<file path="config.mk">
export PLATFORM = sky130hd
export DESIGN_NAME = hazard_unit
export DESIGN_NICKNAME = d
export VERILOG_FILES = /design/src/rtl/pipeline_pkg.sv /design/src/rtl/hazard_match.sv /design/src/rtl/hazard_unit.sv
export SDC_FILE = /design/constraint.sdc
export NUM_CORES = 1
export LEC_CHECK = 0
export ABC_AREA = 1
export CAP_MARGIN = 30
export CORE_ASPECT_RATIO = 1.1
export CORE_MARGIN = 4
export CORE_UTILIZATION = 55
export DETAILED_ROUTE_END_ITERATION = 10
export MAX_ROUTING_LAYER = met4
export PLACE_DENSITY = 0.8
export SLEW_MARGIN = 20
export SYNTH_ARGS = -nofsm -noshare
export SYNTH_HDL_FRONTEND = slang
export SYNTH_HIERARCHICAL = 1
export SYNTH_SLANG_ARGS = --single-unit
</file>
<file path="constraint.sdc">
create_clock -name clk_i -period 2.95 [get_ports clk_i]
set_input_delay 0.7375 -clock clk_i [delete_from_list [all_inputs] [get_ports clk_i]]
set_output_delay 0.7375 -clock clk_i [all_outputs]
set_load 0.01 [all_outputs]
</file>
<file path="src/rtl/pipeline_pkg.sv">
// Shared pipeline types for the hazard unit: forwarding select codes,
// the shadow slot layout, and the slot writer/match helper.
package pipeline_pkg;

  localparam int unsigned REG_ADDR_W = 5;

  // EX operand mux select codes
  typedef enum logic [1:0] {
    FWD_REG  = 2'd0,  // ID/EX register-file operand
    FWD_MEM  = 2'd1,  // EX/MEM ALU result
    FWD_WB   = 2'd2,  // MEM/WB result
    FWD_HOLD = 2'd3   // value retired one cycle ago (no register-file write-through)
  } fwd_sel_e;

  typedef struct packed {
    logic                  valid;
    logic [REG_ADDR_W-1:0] rd;
    logic                  we;
    logic                  ld;
  } hazard_slot_t;

  // True when the slot holds a real write to a non-zero rd equal to rs.
  function automatic logic slot_hit(hazard_slot_t slot, logic [REG_ADDR_W-1:0] rs);
    return slot.valid && slot.we && (slot.rd != '0) && (slot.rd == rs);
  endfunction

endpackage

</file>
<file path="src/rtl/hazard_match.sv">
// Compares one ID source register against the four shadow slots and
// returns the operand select plus a stall request.
// HAZARD_FWD_EN: when defined, matches resolve by forwarding (only a
// load in EX stalls); otherwise any match stalls and the select is 0.
module hazard_match
  import pipeline_pkg::*;
(
  input  logic [REG_ADDR_W-1:0] rs_i,
  input  logic                  use_i,
  input  hazard_slot_t          ex_i,
  input  hazard_slot_t          mem_i,
  input  hazard_slot_t          wb_i,
  input  hazard_slot_t          hold_i,
  output fwd_sel_e              sel_o,
  output logic                  stall_o
);

`ifdef HAZARD_FWD_EN
  // Hold slot is already visible through the register file in this mode.
  logic unused_slot_bits;
  assign unused_slot_bits = ^{mem_i.ld, wb_i.ld, hold_i};
`else
  logic unused_slot_bits;
  assign unused_slot_bits = ^{ex_i.ld, mem_i.ld, wb_i.ld, hold_i.ld};
`endif

  // Youngest-first priority search over the in-flight writers.
  always_comb begin
    sel_o   = FWD_REG;
    stall_o = 1'b0;
    if (use_i && (rs_i != '0)) begin
`ifdef HAZARD_FWD_EN
      if (slot_hit(ex_i, rs_i)) begin
        if (ex_i.ld) begin
          stall_o = 1'b1;
        end else begin
          sel_o = FWD_MEM;
        end
      end else if (slot_hit(mem_i, rs_i)) begin
        sel_o = FWD_WB;
      end else if (slot_hit(wb_i, rs_i)) begin
        sel_o = FWD_HOLD;
      end
`else
      stall_o = slot_hit(ex_i, rs_i) || slot_hit(mem_i, rs_i) ||
                slot_hit(wb_i, rs_i) || slot_hit(hold_i, rs_i);
`endif
    end
  end

endmodule

</file>
<file path="src/rtl/hazard_unit.sv">
// ID-stage hazard unit: shadows the destination fields of in-flight
// instructions, generates registered EX operand selects and the
// stall/bubble controls. Forwarding is enabled by defining HAZARD_FWD_EN.
module hazard_unit
  import pipeline_pkg::*;
#(
  parameter int unsigned REG_ADDR_W = pipeline_pkg::REG_ADDR_W
) (
  input  logic                  clk_i,
  input  logic                  rst_i,
  input  logic                  id_valid_i,
  input  logic [REG_ADDR_W-1:0] id_rs1_i,
  input  logic [REG_ADDR_W-1:0] id_rs2_i,
  input  logic                  id_use_rs1_i,
  input  logic                  id_use_rs2_i,
  input  logic [REG_ADDR_W-1:0] id_rd_i,
  input  logic                  id_we_i,
  input  logic                  id_load_i,
  input  logic                  flush_i,
  output logic                  stall_o,
  output logic                  bubble_o,
  output logic [1:0]            fwd_a_sel_o,
  output logic [1:0]            fwd_b_sel_o
);

  hazard_slot_t ex_q, ex_d, mem_q, mem_d, wb_q, wb_d, hold_q, hold_d;
  fwd_sel_e     fwd_a_q, fwd_a_d, fwd_b_q, fwd_b_d;
  fwd_sel_e     sel_a, sel_b;
  logic         stall_a, stall_b;

  hazard_match u_match_a (
    .rs_i    (id_rs1_i),
    .use_i   (id_use_rs1_i),
    .ex_i    (ex_q),
    .mem_i   (mem_q),
    .wb_i    (wb_q),
    .hold_i  (hold_q),
    .sel_o   (sel_a),
    .stall_o (stall_a)
  );

  hazard_match u_match_b (
    .rs_i    (id_rs2_i),
    .use_i   (id_use_rs2_i),
    .ex_i    (ex_q),
    .mem_i   (mem_q),
    .wb_i    (wb_q),
    .hold_i  (hold_q),
    .sel_o   (sel_b),
    .stall_o (stall_b)
  );

  // Stall only for a real instruction; a redirect overrides the stall.
  always_comb begin
    stall_o  = id_valid_i && (stall_a || stall_b) && !flush_i;
    bubble_o = stall_o || flush_i;
  end

  // Shift the shadow slots and compute the next operand selects.
  always_comb begin
    mem_d  = ex_q;
    wb_d   = mem_q;
    hold_d = wb_q;

    ex_d       = '0;
    if (!bubble_o) begin
      ex_d.valid = id_valid_i;
      ex_d.rd    = id_rd_i;
      ex_d.we    = id_we_i;
      ex_d.ld    = id_load_i;
    end

    fwd_a_d = (bubble_o || !id_valid_i) ? FWD_REG : sel_a;
    fwd_b_d = (bubble_o || !id_valid_i) ? FWD_REG : sel_b;
  end

  // Slot and select registers with synchronous reset.
  always_ff @(posedge clk_i) begin
    if (rst_i) begin
      ex_q    <= '0;
      mem_q   <= '0;
      wb_q    <= '0;
      hold_q  <= '0;
      fwd_a_q <= FWD_REG;
      fwd_b_q <= FWD_REG;
    end else begin
      ex_q    <= ex_d;
      mem_q   <= mem_d;
      wb_q    <= wb_d;
      hold_q  <= hold_d;
      fwd_a_q <= fwd_a_d;
      fwd_b_q <= fwd_b_d;
    end
  end

  assign fwd_a_sel_o = fwd_a_q;
  assign fwd_b_sel_o = fwd_b_q;

endmodule

</file>
Word level (Yosys, flattened, before mapping)
Index checks and enable logic that the tools add are counted.
- register bits after elaboration: 28
- word-level logic and storage cells: 58
- muxes and demuxes: 2
- equality and inequality tests: 8
- reductions and logical operators: 36
- operators with widths (kind ; count):
    equality test 5 bit ; 8
    nonzero test 5 bit ; 6
    logical AND 1 bit ; 20
    logical OR 1 bit ; 8
    two-way mux 1 bit ; 2
    OR reduction 2 bit ; 1
    zero test 1 bit ; 1

Longest topological paths before layout
Gate-level depths: netlist of run 1.
- depth in word-level cells: 12
- mapped depth: 13
- depth with buffers taken out: 13

Hierarchy
The synthesis of run 1 kept the hierarchy.
- modules (own cells, without submodules) (module ; sequential area each (um2) ; times used ; cells an instance ; area each (um2)):
    hazard_unit ; 720.7 ; 1 ; 118 ; 1082.3
    hazard_match ; 0.0 ; 2 ; 109 ; 460.4

Least setup slack after synthesis of run 1
OpenSTA, ideal clock, no wires.
- path kind: input to output
- from: input id_rs2_i[4]
- to: output stall_o
- setup slack: 0.555 ns
- arrival: 1.658 ns
- cell stages on the path: 12
- data required time: 2.213 ns
- path through: inv_1 > nand2_1 > nand2_1 > inv_1 > nand2_1 > nor2_1 > nand3_1 > nand2_1 > nor2_1 > nor2_1 > o21ai_4 > nor2_1
- word-level cells in the longest chain between the ends: 9
- elaborated cells between the ends (all ways): 17
- classes of those cells: eq/ne: 4; mux: 1; reduce/logical: 12
- RTL lines (element ; RTL line ; source):
    from (decl) ; hazard_unit.sv:13 ; input logic [REG_ADDR_W-1:0] id_rs2_i,
    equality test 5 bit ; pipeline_pkg.sv:24 ; return slot.valid && slot.we && (slot.rd != '0) && (slot.rd == rs);
    logical AND 1 bit ; pipeline_pkg.sv:24 ;
    logical OR 1 bit (2 in series) ; hazard_match.sv:45 ; stall_o = slot_hit(ex_i, rs_i) || slot_hit(mem_i, rs_i) ||
    logical OR 1 bit ; hazard_match.sv:46 ; slot_hit(wb_i, rs_i) || slot_hit(hold_i, rs_i);
    two-way mux 1 bit * ; hazard_match.sv:31 ; if (use_i && (rs_i != '0)) begin
    net stall_b ; hazard_unit.sv:29 ; logic stall_a, stall_b;
    logical OR 1 bit * ; hazard_unit.sv:55 ; stall_o = id_valid_i && (stall_a || stall_b) && !flush_i;
    logical AND 1 bit * (2 in series) ; hazard_unit.sv:55 ;
    to (decl) ; hazard_unit.sv:20 ; output logic stall_o,
Mark *: on every way through the listed nets, which the timed path passes. The rest lies on a longest branch.

Worst setup path after layout of run 1
- from: input id_rs2_i[2]
- to: output stall_o
Same word-level chain as after synthesis.

==> results of run 1 <==
## power groups by stage
stage / combinational, W / clock, W / sequential [W]
2_1_floorplan: 0.0000774 / 0 / 0.000462
3_5_place_dp: 0.000136 / 0 / 0.000466
6_report: 0.000133 / 0.000254 / 0.000456
3_3_place_gp: 0.000134 / 0 / 0.000466
4_1_cts: 0.000134 / 0.000259 / 0.000456
5_1_grt: 0.000150 / 0.000281 / 0.000458
## routing by layer
metal	vias up	GRT usage	share of wire
met5	-	-	0
met4	0	0.0552	0.012
met3	9	0.0454	0.059
met2	59	0.378	0.50
met1	795	0.255	0.43
li1	1003	-	-
## final cells by class
cell class	instances	area (sq um)
clock buffers	8	58.8
fillers	319	1040
inverters	74	278
multi-input cells	213	936
flip-flops and latches	32	641
well taps	48	60.1
repair buffers	39	315
## cell usage in the layout (no fill, tap or decap)
| cell | n |
|---|---|
| nand2_1 | 101 |
| nor2_1 | 71 |
| inv_1 | 66 |
| dfxtp_1 | 32 |
| clkdlybuf4s50_1 | 15 |
| buf_4 | 12 |
| inv_2 | 8 |
| nand3_1 | 8 |
| clkbuf_2 | 6 |
| clkbuf_4 | 5 |
| o21ai_0 | 4 |
| nand4_1 | 4 |
| xnor2_1 | 4 |
| xor2_1 | 4 |
| conb_1 | 4 |
| buf_2 | 3 |
| clkbuf_1 | 2 |
| nor2_2 | 2 |
| a21oi_1 | 2 |
| a21o_1 | 2 |
| a21oi_2 | 2 |
| nor3_1 | 2 |
| o21ai_4 | 1 |
| nand4_4 | 1 |
| nand3_4 | 1 |
| clkbuf_8 | 1 |
| clkdlybuf4s15_2 | 1 |
| clkdlybuf4s15_1 | 1 |
| dlygate4sd2_1 | 1 |
## worst register-to-register path: cells and delay by family (launching register included)
| family | cells | cell delay [ns] |
|---|---|---|
| buffers and inverters | 2 | 0.29 |
| AND/OR/NAND/NOR | 9 | 0.70 |
| flip-flops | 1 | 0.48 |
| AO/OA/AOI/OAI | 1 | 0.14 |
## final timing paths
kind	start	slack, ns	cells after the start	to
setup / recovery	id_rs2_i[2]	0.14	14	stall_o
hold / removal	hold_d[1]	0.43	2	hold_q[1]
setup reg to reg	mem_q[2]	1.27	12	ex_q[6]
hold reg to reg	hold_d[1]	0.43	2	hold_q[1]
## flip-flops by register name, indices dropped and copies added (netlist names)
name and flops:
mem_q 7, fwd_b_sel_o 2, hold_d 7, fwd_a_sel_o 2, ex_q 7, hold_q 7
## timing repair
| item | 4_1_cts | 5_1_grt |
|---|---|---|
| endpoints found under the setup margin | 2 | 2 |
| hold buffers | 0 | 0 |
| resized for setup | 26 | 15 |
| gates cloned | 0 | 0 |
| pin swaps | 0 | 6 |
## stage by stage
step | hold WS, ns | utilization | TNS, ns
2_1_floorplan | 0.416 | - | 0
3_3_place_gp | 0.424 | 0.681 | -1.16
3_5_place_dp | 0.424 | 0.681 | -1.19
4_1_cts | 0.436 | 0.699 | -0.0171
5_1_grt | 0.475 | 0.687 | 0
6_report | 0.434 | 0.687 | 0
==> metrics.txt, run 1 <==
port bufs=27; final net count=388; grt ovf=0; DR iter-0 viols=106; Finished Cell Area=2290 sq um; Antenna diodes=0; switching portion of total power=0.262; Setup crit start kind=input pin; clk slew on worst S/H paths=0.08 ns; Die Span X=63.9 um; max incr delay on CP=0.21 ns; TritonCTS clock tree=built; skew final=0.0125 ns; Clk network pwr share=0.301; die area=4450 sq um; # Max-Cap Violations=0; HP Class=register to register; Placed Area=2270 sq um; Post-DP HPWL=3.49 mm; worst skew pair latency=0.32 ns; Max IR drop VDD=0.218 mV; area delta synth->final=20.9%; largest net degree at the start of global routing=14; initial core utilization=0.568; initial antenna violation count=0; CP cell instances=clkdlybuf4s15_1 > buf_4 > nand2_1 > nand2_1 > inv_1 > nand2_1 > nor2_1 > nand3_1 > nand2_1 > nor2_1 > nor2_2 > o21ai_4 > nor2_1 > buf_2; Fin. Hold Viols=0; RD Place Congestion=0.960; status=complete, no violations; worst path bufs/invs=4; DR vias/cell=4.51; Power Total=0.000842 W; area of the core=3330 sq um; WS Path Type=input pin to output pin; proportion of layout cells with a drive suffix above 1=0.117; RSZ-0062 raised after global routing=false; Setup Fix Bufs, Post-CTS=0; clk sinks=32; synthesized instance count=324; H-Tree Depth=2; Internal Power=0.000621 W; Routed Antenna Nets=0; vias in the first global route=1805; maximum clock frequency=356 MHz; Tmin final=2.81 ns; Worst setup EP type=output pin; CP max FO=3; die height=69.5 um; Final setup viols=0; root buf cell=clkbuf_4; drt pass-1 iters=5; deepest clock path buffer count=2; DRT Wirelength=4.38 mm; CP required=2.21 ns; Final Worst Setup Slack=0.138 ns; Cell Area, Synth=1890 sq um; CP top delay family=simple AND/OR/NAND/NOR gates; pwr/cell area=368 nW/um^2; part of the power in registers=0.541; global-route usage over all layers=0.219; DR WL/cell=10.6 um; Switch Pwr=0.000221 W; vias=1866; std cell rows=22; drt drc=0; Lkg Pwr=1.14 nW; global-route wire length before repair=7.50 mm; Num CTS Buffers=5; crit path DAT=2.07 ns; combinational fraction of design power=0.158; Placement Setup Slack=-0.608 ns; syn_area_per_cell=5.84 sq um; Max Slew Vio Count=0; Placed Cells=406; Worst path most repeated cell=nand2_1; Critical-path top delay cell=clkdlybuf4s15_1; yosys warns=6; Ports=29; final worst-path cycle share=0.953; fin cells=414
Power figures use the tool's default switching activity.
==> inputs of run 2 (changes only) <==
Settings changed: CORE_ASPECT_RATIO 1.1 to 0.8, DONT_BUFFER_PORTS set to 1, PLACE_DENSITY 0.8 to 0.69.
==> metrics.txt, run 2 (synthesized netlist as in run 1, its figures left out) <==
final worst-path cycle share=0.875 (was 0.953); Fin. Hold Viols=0 (unchanged); Post-DP HPWL=3.10 mm (was 3.49 mm); proportion of layout cells with a drive suffix above 1=0.0489 (was 0.117); vias in the first global route=1385 (was 1805); port bufs=0 (was 27); clk sinks=32 (unchanged); global-route wire length before repair=6.44 mm (was 7.50 mm); fin cells=367 (was 414); Hold-fix buffers, CTS=0 (unchanged); Max IR drop VDD=0.305 mV (was 0.218 mV); initial core utilization=0.592 (was 0.568); HP Class=register to register (unchanged); Setup crit start kind=input pin (unchanged); Placed Area=1900 sq um (was 2270 sq um); WS Path Type=input pin to output pin (unchanged); most frequent cells in the layout=nand2_1 (101), nor2_1 (73), inv_1 (69) (was nand2_1 (101), nor2_1 (71), inv_1 (66)); deepest clock path buffer count=2 (unchanged); clk slew on worst S/H paths=0.06 ns (was 0.08 ns); Lkg Pwr=0.991 nW (was 1.14 nW); Critical-path top delay cell=nor2_1 (was clkdlybuf4s15_1); area delta synth->final=5.09% (was 20.9%); drt pass-1 iters=4 (was 5); Filler cells=323 (was 319); setup TNS=0 ns (unchanged); DR WL/cell=11.0 um (was 10.6 um); initial antenna violation count=0 (unchanged); skew final=0.00170 ns (was 0.0125 ns); Antenna diodes=0 (unchanged); H-Tree Depth=2 (unchanged); Placed Cells=359 (was 406); pwr/cell area=441 nW/um^2 (was 368 nW/um^2); Routed Antenna Nets=0 (unchanged); die height=60.5 um (was 69.5 um); DR vias/cell=4.61 (was 4.51); grt ovf=0 (unchanged); DRT Wirelength=4.05 mm (was 4.38 mm); Power Total=0.000877 W (was 0.000842 W); max incr delay on CP=0.24 ns (was 0.21 ns); Tmin final=2.58 ns (was 2.81 ns); global-route usage over all layers=0.204 (was 0.219); Worst setup EP type=output pin (unchanged); root buf cell=clkbuf_8 (was clkbuf_4); CP max FO=5 (was 3); std cell rows=18 (was 22); Finished Cell Area=1990 sq um (was 2290 sq um); RSZ-0062 raised after global routing=false (unchanged); Die Span X=73.6 um (was 63.9 um); Worst path most repeated cell=nor2_1 (was nand2_1); worst skew pair latency=0.28 ns (was 0.32 ns); post_cts resized=0 (was 26); status=complete, no violations (unchanged); CP cell instances=inv_2 > nor2_1 > nor3_1 > nand3_1 > nand2_1 > nor2_1 > nor2_1 > o21ai_4 > nor2_1 (was clkdlybuf4s15_1 > buf_4 > nand2_1 > nand2_1 > inv_1 > nand2_1 > nor2_1 > nand3_1 > nand2_1 > nor2_1 > nor2_2 > o21ai_4 > nor2_1 > buf_2); Max Slew Vio Count=0 (unchanged); drt drc=0 (unchanged); maximum clock frequency=387 MHz (was 356 MHz); Final setup viols=0 (unchanged); vias=1691 (was 1866); Ports=29 (unchanged); Num CTS Buffers=5 (unchanged); RD Place Congestion=0.842 (was 0.960); Setup Fix Bufs, Post-CTS=0 (unchanged); # Max-Cap Violations=0 (unchanged); largest net degree at the start of global routing=23 (was 14); TritonCTS clock tree=built (unchanged); die area=4450 sq um (about the same); commonest non-fill, non-tap cell in the layout=nand2_1 (unchanged); area of the core=3200 sq um (was 3330 sq um); crit path DAT=1.84 ns (was 2.07 ns); final net count=349 (was 388); DR iter-0 viols=104 (was 106); final core utilization=0.622 (was 0.687); CP required=2.21 ns (about the same)
-- run 2: cell count changes in the layout (fill, tap and decap cells not counted), moves of 2 or more --
cell             before  now
clkdlybuf4s50_1      15    0
buf_4                12    0
clkbuf_2              6    0
clkbuf_4              5    0
clkbuf_8              1    6
buf_2                 3    0
inv_1                66   69
inv_2                 8    5
nor2_1               71   73
nor2_2                2    0
-- run 2: per-layer routing --
layer  vias to the layer above  part of all wire  wire (um)  track usage
met5                         -                 0          0            -
met3                         8             0.090        363       0.0629
met4                         0             0.017         67       0.0698
li1                        924                 -          -            -
met1                       695              0.49       1990        0.272
met2                        64              0.40       1620        0.290
-- run 2: final timing paths --
| check | cells past startpoint | slack [ns] | end | startpoint |
|---|---|---|---|---|
| worst max-delay path | 9 | 0.37 | stall_o | id_rs1_i[1] |
| worst min-delay path | 2 | 0.44 | hold_d[7] | mem_q[7] |
| worst max register to register | 13 | 1.36 | ex_q[7] | mem_q[4] |
| worst min register to register | 2 | 0.44 | hold_d[7] | mem_q[7] |
-- run 2: layout make-up --
cell class              instances  area [sq um]  area share
clock buffers                   8          90.1      0.0453
inverters                      74           278       0.140
multi-input cells             213           931       0.468
flip-flops and latches         32           641       0.322
well taps                      40          50.0      0.0252
-- run 2: critical path: cells and delay by family --
| family | cells | cell delay (ns) |
|---|---|---|
| AO/OA/AOI/OAI | 1 | 0.10 |
| buffers and inverters | 1 | 0.08 |
| AND/OR/NAND/NOR | 7 | 0.94 |
-- run 2: where the power goes --
| part | total (W) | internal (W) | leakage (nW) | switching [W] |
|---|---|---|---|---|
| combinational | 0.0000795 | 0.0000330 | 0.685 | 0.0000466 |
| sequential | 0.000456 | 0.000443 | 0.260 | 0.0000134 |
| clock | 0.000341 | 0.000190 | 0.0455 | 0.000151 |
| total | 0.000877 | 0.000666 | 0.991 | 0.000211 |
-- run 2: through the flow --
stage	hold slack, ns	setup slack [ns]
detailed placement	0.431	0.373
global placement	0.428	0.398
CTS	0.439	0.372
global route	0.469	0.228
floorplan	0.416	0.555
finish	0.439	0.369
